===== src/rtl/counter_cmd_sequencer_pkg.sv =====
// ----------------------------------------------------------------------------
// counter_cmd_pkg
//   Shared types and constants for the counter command sequencer.
//   - state_t   : priority FSM state encoding (also driven onto debug LEDs)
//   - KEY_*     : bit index of each push-button inside key_n
//   - is_run()  : true for the states in which the counter is allowed to step
// ----------------------------------------------------------------------------
package counter_cmd_pkg;

    typedef enum logic [1:0] {
        S_UP    = 2'd0,
        S_DOWN  = 2'd1,
        S_LOAD  = 2'd2,
        S_CLEAR = 2'd3
    } state_t;

    localparam int KEY_CLR  = 0;
    localparam int KEY_LOAD = 1;
    localparam int KEY_DOWN = 2;

    function automatic logic is_run(input state_t s);
        return (s == S_UP) || (s == S_DOWN);
    endfunction

endpackage


===== src/rtl/counter_cmd_sequencer_key_debounce.sv =====
// ----------------------------------------------------------------------------
// key_debounce
//   Synchronises one raw active-low button into the clock domain and only
//   accepts a new level after DB_CYCLES consecutive identical samples.
//   Ports:
//     clk      in  system clock
//     rst      in  asynchronous active-high reset (output returns to released)
//     key_raw  in  raw button level, asynchronous to clk
//     key_db   out debounced level, 1 = released
// ----------------------------------------------------------------------------
module key_debounce #(
    parameter int DB_CYCLES = 8
) (
    input  logic clk,
    input  logic rst,
    input  logic key_raw,
    output logic key_db
);

    localparam int CW = (DB_CYCLES > 1) ? $clog2(DB_CYCLES) : 1;
    localparam logic [CW-1:0] CNT_LAST = CW'(DB_CYCLES - 1);

    logic          sync1_r;
    logic          sync2_r;
    logic [CW-1:0] cnt_r;

    // Two-flop synchroniser followed by the stable-sample counter. The counter
    // only advances while the synchronised level differs from the accepted one;
    // because the key is a single bit, every differing sample is the same value,
    // so a run of DB_CYCLES differing samples is a run of identical samples.
    always_ff @(posedge clk or posedge rst) begin
        if (rst) begin
            sync1_r <= 1'b1;
            sync2_r <= 1'b1;
            cnt_r   <= '0;
            key_db  <= 1'b1;
        end else begin
            sync1_r <= key_raw;
            sync2_r <= sync1_r;
            if (sync2_r == key_db) begin
                cnt_r <= '0;
            end else if (cnt_r == CNT_LAST) begin
                key_db <= sync2_r;
                cnt_r  <= '0;
            end else begin
                cnt_r <= cnt_r + CW'(1);
            end
        end
    end

endmodule


===== src/rtl/counter_cmd_sequencer.sv =====
// ----------------------------------------------------------------------------
// counter_cmd_sequencer
//   Converts board push-buttons and slide switches into per-cycle command
//   strobes for the up/down counter: step enable + direction, load + value,
//   and clear. One priority FSM (clear > load > down > up) picks the command.
//   Ports:
//     CLOCK_50      in  system clock
//     reset         in  asynchronous active-high reset
//     key_n[2:0]    in  raw buttons, active low: [0] clear, [1] load, [2] down
//     sw            in  raw switch value used as load value
//     cnt_en        out one-cycle step pulse at the tick rate (S_UP/S_DOWN)
//     cnt_dir       out 1 = up, 0 = down; meaningful while cnt_en = 1
//     cnt_load      out level, high in S_LOAD
//     cnt_load_val  out synchronised switch value captured while in S_LOAD
//     cnt_clr       out level, high in S_CLEAR
//     state_o       out current FSM state for debug LEDs
// ----------------------------------------------------------------------------
module counter_cmd_sequencer
    import counter_cmd_pkg::*;
#(
    parameter int WIDTH     = 10,
    parameter int TICK_DIV  = 25,
    parameter int DB_CYCLES = 8
) (
    input  logic             CLOCK_50,
    input  logic             reset,
    input  logic [2:0]       key_n,
    input  logic [WIDTH-1:0] sw,
    output logic             cnt_en,
    output logic             cnt_dir,
    output logic             cnt_load,
    output logic [WIDTH-1:0] cnt_load_val,
    output logic             cnt_clr,
    output logic [1:0]       state_o
);

    localparam int DW = $clog2(TICK_DIV);
    localparam logic [DW-1:0] DIV_LAST = DW'(TICK_DIV - 1);

    logic [2:0]       key_db_s;
    logic [WIDTH-1:0] sw_sync1_r;
    logic [WIDTH-1:0] sw_sync2_r;
    state_t           state_r;
    state_t           next_state_s;
    logic [DW-1:0]    div_r;
    logic [DW-1:0]    div_next_s;
    logic             tick_s;
    logic             en_next_s;
    logic             dir_next_s;
    logic [WIDTH-1:0] load_val_next_s;

    genvar g;
    generate
        for (g = 0; g < 3; g++) begin : g_db
            key_debounce #(
                .DB_CYCLES (DB_CYCLES)
            ) u_db (
                .clk     (CLOCK_50),
                .rst     (reset),
                .key_raw (key_n[g]),
                .key_db  (key_db_s[g])
            );
        end
    endgenerate

    // Switch synchroniser; no debounce, the value is only sampled in S_LOAD.
    always_ff @(posedge CLOCK_50 or posedge reset) begin
        if (reset) begin
            sw_sync1_r <= '0;
            sw_sync2_r <= '0;
        end else begin
            sw_sync1_r <= sw;
            sw_sync2_r <= sw_sync1_r;
        end
    end

    // Priority next-state decode from the debounced keys (pressed = 0).
    always_comb begin
        next_state_s = S_UP;
        if (!key_db_s[KEY_CLR]) begin
            next_state_s = S_CLEAR;
        end else if (!key_db_s[KEY_LOAD]) begin
            next_state_s = S_LOAD;
        end else if (!key_db_s[KEY_DOWN]) begin
            next_state_s = S_DOWN;
        end else begin
            next_state_s = S_UP;
        end
    end

    // Divider and strobe decode. The divider restarts from 0 whenever the
    // counting modes are entered, so the first step after LOAD/CLEAR is a full
    // tick period away. A step due on a cycle where the state changes is
    // dropped so the direction never changes together with a pulse.
    always_comb begin
        tick_s          = (div_r == DIV_LAST);
        div_next_s      = '0;
        en_next_s       = 1'b0;
        dir_next_s      = cnt_dir;
        load_val_next_s = cnt_load_val;
        if (is_run(state_r) && is_run(next_state_s)) begin
            div_next_s = tick_s ? '0 : (div_r + DW'(1));
            en_next_s  = tick_s && (next_state_s == state_r);
        end else begin
            div_next_s = '0;
            en_next_s  = 1'b0;
        end
        case (next_state_s)
            S_UP:    dir_next_s = 1'b1;
            S_DOWN:  dir_next_s = 1'b0;
            S_LOAD:  load_val_next_s = sw_sync2_r;
            S_CLEAR: dir_next_s = cnt_dir;
            default: dir_next_s = cnt_dir;
        endcase
    end

    // State, divider and registered command outputs, all updated together so
    // state_o and the strobes it implies change on the same edge.
    always_ff @(posedge CLOCK_50 or posedge reset) begin
        if (reset) begin
            state_r      <= S_UP;
            div_r        <= '0;
            cnt_en       <= 1'b0;
            cnt_dir      <= 1'b1;
            cnt_load     <= 1'b0;
            cnt_load_val <= '0;
            cnt_clr      <= 1'b0;
        end else begin
            state_r      <= next_state_s;
            div_r        <= div_next_s;
            cnt_en       <= en_next_s;
            cnt_dir      <= dir_next_s;
            cnt_load     <= (next_state_s == S_LOAD);
            cnt_load_val <= load_val_next_s;
            cnt_clr      <= (next_state_s == S_CLEAR);
        end
    end

    assign state_o = state_r;

endmodule


===== config.mk =====
export PLATFORM = sky130hd
export DESIGN_NAME = counter_cmd_sequencer
export DESIGN_NICKNAME = d
export VERILOG_FILES = /design/src/rtl/counter_cmd_sequencer_pkg.sv /design/src/rtl/counter_cmd_sequencer_key_debounce.sv /design/src/rtl/counter_cmd_sequencer.sv
export SDC_FILE = /design/constraint.sdc
export NUM_CORES = 1
export LEC_CHECK = 0
export ABC_AREA = 0
export ABC_CLOCK_PERIOD_IN_PS = 3200
export CAP_MARGIN = 20
export CORE_UTILIZATION = 49
export CTS_CLUSTER_DIAMETER = 60
export DETAILED_ROUTE_END_ITERATION = 16
export PLACE_DENSITY = 0.8
export REMOVE_ABC_BUFFERS = 1
export SLEW_MARGIN = 20
export SYNTH_ARGS = -nofsm -noshare
export SYNTH_HDL_FRONTEND = slang
export SYNTH_SLANG_ARGS = --single-unit

===== constraint.sdc =====
create_clock -name CLOCK_50 -period 3.2 [get_ports CLOCK_50]
set_input_delay 0.64 -clock CLOCK_50 [delete_from_list [all_inputs] [get_ports CLOCK_50]]
set_output_delay 0.64 -clock CLOCK_50 [all_outputs]
set_load 0.01 [all_outputs]

---- Yosys cells after proc, flatten, opt, wreduce, memory -nomap -nowiden ----
Cells that the tools add are included.
operators by class
  add/sub/neg operators ................... 4
  $mul .................................... 0
  div/mod/pow operators ................... 0
  order comparisons ....................... 0
  equal/unequal tests ..................... 12
  shifts and indexed selects .............. 0
  multiplexer cells ....................... 13
  bitwise operators ....................... 3
  reductions and logical operators ........ 10
operators with widths
  kind                                            count
  two-way mux 3 bit                               6
  two-way mux 5 bit                               2
  adder 3 x 1 -> 3 bit (second input constant)    3
  == test 3 bit (second input constant)           3
  AND reduction 2 bit                             3
  adder 5 x 1 -> 5 bit (second input constant)    1
  == test 5 bit (second input constant)           1
  == test 2 x 1 -> 1 bit (second input constant)  2
  == test 2 bit (second input constant)           2
  logical NOT 2 bit                               2
  two-way mux 2 bit                               2
  == test 1 bit                                   3
  inverter 1 bit                                  3
  == test 2 bit                                   1
  logical AND 1 bit                               2
  logical OR 1 bit                                2
  two-way mux 1 bit                               2
  one-hot mux 1 bit (2 select lines)              1
  nonzero test 2 bit                              1
storage, ports and cells
  bits in registers ....................... 59
  bits in latches ......................... 0
  memory bits (writable) .................. 0
  ROM bits ................................ 0
  input port bits ......................... 15
  output and inout bits ................... 16
  word-level logic and storage cells ...... 63
  memories ................................ 0

---- Depth between registers and ports, before layout ----
  depth in word-level cells ............... 7
  depth in mapped cells ................... 5
  mapped depth without buffers ............ 5

---- Cells and area by module ----
A second synthesis with hierarchy kept.
second synthesis, totals
  cell total of the unflattened synthesis .. 121
  area, all modules ....................... 2004.4 um^2
by module, submodules not included
  module                 instances  cells an instance  area an instance (um^2)  seq. area each (um^2)
  counter_cmd_sequencer  1          79                 1321.3                   1027.2
  key_debounce           3          14                 227.7                    153.9

---- Worst setup path after synthesis ----
Ideal clock, no wire load.
  kind .................................... register -> register
  start ................................... register g_db[0].u_db.key_db
  end ..................................... register cnt_en
  library setup time ...................... 0.111 ns
  data arrival time ....................... 1.287 ns
  slack ................................... 1.802 ns
  stages on the path, launching flop included .. 4
  period minus slack after synthesis ...... 1.398 ns
  path through ............................ dfstp_2 inv_2 or3_1 a2111oi_2
between the ends
  cells in the longest elaborated chain, start to end .. 5
  elaborated cells on any way between the ends .. 8
ends and longest elaborated chain
  item                                                         RTL line                                  RTL
  start: declaration                                           counter_cmd_sequencer_key_debounce.sv:17  output logic key_db
  start signal: assignment                                     counter_cmd_sequencer_key_debounce.sv:43  key_db <= sync2_r;
  two-way mux 2 bit (*)                                        counter_cmd_sequencer.sv:80               if (!key_db_s[KEY_CLR]) begin
  == test 2 x 1 -> 1 bit or logical NOT 2 bit (tied branches)  counter_cmd_sequencer_pkg.sv:22           return (s == S_UP) || (s == S_DOWN);
  logical OR 1 bit                                             counter_cmd_sequencer_pkg.sv:22
  logical AND 1 bit                                            counter_cmd_sequencer.sv:101              if (is_run(state_r) && is_run(next_state_s)) begin
  two-way mux 1 bit (*)                                        counter_cmd_sequencer.sv:101
  named net en_next_s                                          counter_cmd_sequencer.sv:48               logic en_next_s;
  end signal: assignment                                       counter_cmd_sequencer.sv:131              cnt_en <= en_next_s;
  end: declaration                                             counter_cmd_sequencer.sv:29               output logic cnt_en,
The timed path passes the listed nets; every way through them passes the cells marked *.
A chain may end at the register's enable or synchronous reset.

---- Worst setup path in the final report ----
  start ................................... register cnt_dir
  end ..................................... output port cnt_dir
RTL lines
  item                      RTL line                      RTL
  start: declaration        counter_cmd_sequencer.sv:30   output logic cnt_dir,
  start signal: assignment  counter_cmd_sequencer.sv:132  cnt_dir <= dir_next_s;
No word-level cell between the ends.

==> metrics.md <==
| Metric | Value |
|---|---|
| Longest Clk Path Bufs | `2` |
| Final setup skew | `between 6 and 7 ps` |
| # rows | `22` |
| Final design utilization | `around 67%` |
| P_leak | `0.00112 uW` |
| Worst EP required | `around 2600 ps` |
| Count of final hold-check violations | `0` |
| Post-CTS setup buffer count | `0` |
| Clock power frac | `29.2%` |
| Endpoints failing setup | `0` |
| FFs w/ async S/R, synth | `100%` |
| PnR worst setup slack | `roughly 1200 ps` |
| Critical path endpoint category | `output pin` |
| Post-synth EDFFs | `0` |
| Yosys top cell by area | `dfrtp_1` |
| Slowest CP cell | `dfstp_2` |
| Total grt overflow | `0` |
| GRT Util Overall | `around 16%` |
| Total negative slack | `0 ps` |
| Core ar. | `about 3800 um2` |
| Worst Hold Margin | `between 300 and 400 ps` |
| Reg-to-Reg Start | `g_db[0].u_db.key_db` |
| Reg clk slew, reported paths | `60 ps` |
| Maximum clock rate | `around 0.5 GHz` |
| Share of cells above drive strength 1 | `between 10% and 20%` |
| Initial antenna violation count | `0` |
| Final WL | `2750 um` |
| PostCTS Resize Cnt | `0` |
| Post-layout minimum cycle time | `about 2000 ps` |
| Reg2Reg Depth | `3` |
| First-pass GRT wire length | `around 4800 um` |
| Worst min path class | `register to register` |
| Worst EP arrival | `1370 ps` |
| Max rail drop VDD | `between 0.0004 and 0.0005 V` |
| Area delta synth->final | `28.1%` |
| WS Path Type | `register to output pin` |
| CP bufs+invs | `1` |
| DIE WIDTH | `65.4 um` |
| Antenna viol nets, final | `0` |
| TritonRoute pass-1 iters | `4` |
| Reg2Reg Capture Point | `cnt_load_val[9]` |
| FF-to-FF setup slack | `1310 ps` |
| Hold Path Sink | `sw_sync2_r[7]` |
| Avg Cell Area, Syn | `16.3 um2` |
| Buffers on Ports | `30` |
| RD Place Congestion | `0.786` |
| Pins Over Slew Limit | `0` |
| Largest net degree at the start of global routing | `33` |
| Main flop type after synthesis | `dfrtp_1` |
| Cell breakdown of the critical path | `clkdlybuf4s50_1` |
| Internal power | `around 1600 uW` |
| Slew at the pin closest to its max-slew limit | `965 ps` |
| Die area | `4280 um2` |
| Starting Density | `around 52%` |
| Worst-skew pair later-pin latency | `about 320 ps` |
| Die Ht | `roughly 65 um` |
| Top post-synthesis cells by area | `dfrtp_1, dfstp_2, mux2_1, ha_1, mux2_2` |
| Maximum fanout along the worst path | `2` |
| H-Tree Level Count | `3` |
| Logic gate share of total power | `between 20% and 30%` |
| Vias | `1,027` |
| Nets | `around 190` |
| Iter 0 DRT Violations | `40` |
| Fin crit share | `between 60% and 70%` |
| Avg WL per Cell | `12.8 um` |
| Synth Register Bits | `around 60` |
| Power Density | `between 800 and 900 nW/um2` |
| IO Pins | `31` |
| Switching power | `around 530 uW` |
| FILL cells | `254` |
| Distinct cells, synth | `22` |
| Cell with the most instances after synthesis | `dfrtp_1` |
| Post-synth top area share | `62.2%` |
| DRC violations left | `0` |
| Hold path start | `sw_sync1_r[7]` |
| Unrepaired setup endpoints after global routing | `no` |
| CP Launch Type | `register` |
| Pre-CTS setup slack | `1340 ps` |
| CTS tree | `done` |
| Cell Area, Synth | `about 2000 um2` |
| Total CTS buffers | `9` |
| Hold path depth | `0` |
| Top Family by Delay on Critical Path | `flip-flops` |
| Max stage delay on crit path | `around 530 ps` |
| Gate Count Post-Synth | `~120` |
| Synth warnings | `0` |
| Net Sw Frac | `about a quarter` |
| # diodes | `0` |
| Post-CTS Hold Buffers | `0` |
| DP HPWL | `approximately 2000 um` |
| Max-Slew Margin vs Limit | `a little over a third` |
| Root buf cell | `clkbuf_8` |
| Number of global-route vias before repair | `~1,100` |
| CTS sink cnt | `about 60` |
| Vias/cell | `~4.8` |
| Maxcap violations | `0` |
| List of most frequent post-synthesis cells | `dfrtp_1, dfstp_2, mux2_1, ha_1, nor2_1` |
| Share of the yosys chip area belonging to registers | `around three quarters` |
| Sequential cell fraction of total power | `between 40% and 50%` |
| Outcome | `completed` |
power groups by stage:
| stage | registers, uW | clock network, uW | logic, uW |
|---|---|---|---|
| 6_report | 1010 | 608 | 464 |
| 5_1_grt | 1030 | 657 | 514 |
| 4_1_cts | 1010 | 623 | 475 |
| 3_5_place_dp | 1020 | 0 | 473 |
| 3_3_place_gp | 1010 | 0 | 448 |
| 2_1_floorplan | 1040 | 0 | 202 |
kinds of logic (layout without fill, tap and decap cells):
logic type               count (synthesis)  in the layout  synth area share, %
AO/OA/AOI/OAI                            5              5                 1.78
multiplexers                            12             12                 6.86
AND/OR/NAND/NOR                         24             24                 6.67
buffers and inverters                    7             53                 1.40
adder cells (fa/ha/maj)                  8              8                 5.08
XOR/XNOR                                 6              6                 2.67
flip-flops                              59             59                 75.6
worst register-to-register path, stage by stage (launching register included):
cell and delay [ps]:
dfstp_2 570, inv_2 60, nor2_1 730, mux2_2 420
metrics by stage:
| step | cells | power, uW | cell area (um2) |
|---|---|---|---|
| 5_1_grt | 215 | 2200 | 2520 |
| 4_1_cts | 215 | 2110 | 2520 |
| 6_report | 215 | 2080 | 2520 |
| 2_1_floorplan | 120 | 1240 | 1970 |
| 3_5_place_dp | 199 | 1500 | 2350 |
| 3_3_place_gp | 199 | 1460 | 2350 |
worst max path at each step:
stage                      end  slack [ps]  cells past startpoint                start
2_1_floorplan          cnt_clr        1120                      1                reset
3_3_place_gp   cnt_load_val[9]        1420                      3  g_db[0].u_db.key_db
3_5_place_dp   cnt_load_val[9]        1340                      3  g_db[0].u_db.key_db
4_1_cts                cnt_dir        1170                      1              cnt_dir
5_1_grt                cnt_dir        1160                      1              cnt_dir
6_report               cnt_dir        1190                      1              cnt_dir
sequential cells by signal (all words and copies together), names as in the netlist:
| register | cells |
|---|---|
| sw_sync2_r | 10 |
| cnt_en | 1 |
| g_db.u_db.key_db | 3 |
| cnt_load | 1 |
| div_r | 5 |
| sw_sync1_r | 10 |
| g_db.u_db.sync1_r | 3 |
| cnt_load_val | 10 |
| cnt_dir | 1 |
| cnt_clr | 1 |
| g_db.u_db.sync2_r | 3 |
| state_o | 2 |
| g_db.u_db.cnt_r | 9 |
routing by layer:
layer	global-route usage (%)	routed length, um
met5	0	0
met4	9.78	62
met3	6.77	119
met2	25.4	1420
met1	18.0	1150
layout make-up:
cell class | count | area [um2] | share of cell area [%]
clock buffers | 13 | 139 | 5.50
clock inverters | 3 | 40.0 | 1.59
inverters | 6 | 22.5 | 0.892
multi-input cells | 55 | 454 | 18.0
flip-flops and latches | 59 | 1490 | 59.0
well taps | 48 | 60.1 | 2.38
repair buffers | 31 | 320 | 12.7
cells in the final DEF, fill, tap and decap left out, drive strengths merged:
cell,n
a2111oi,1
and2,2
buf,1
bufinv,1
clkbuf,13
clkdlybuf4s50,30
clkinv,2
dfrtp,49
dfstp,10
ha,8
inv,6
mux2,12
nand2,3
nand3,2
nand4b,1
nor2,6
nor2b,3
nor3,2
nor3b,3
o21ai,4
or3,1
or3b,1
xnor2,3
xor2,3
No activity file was read; power rests on OpenSTA's default activity.
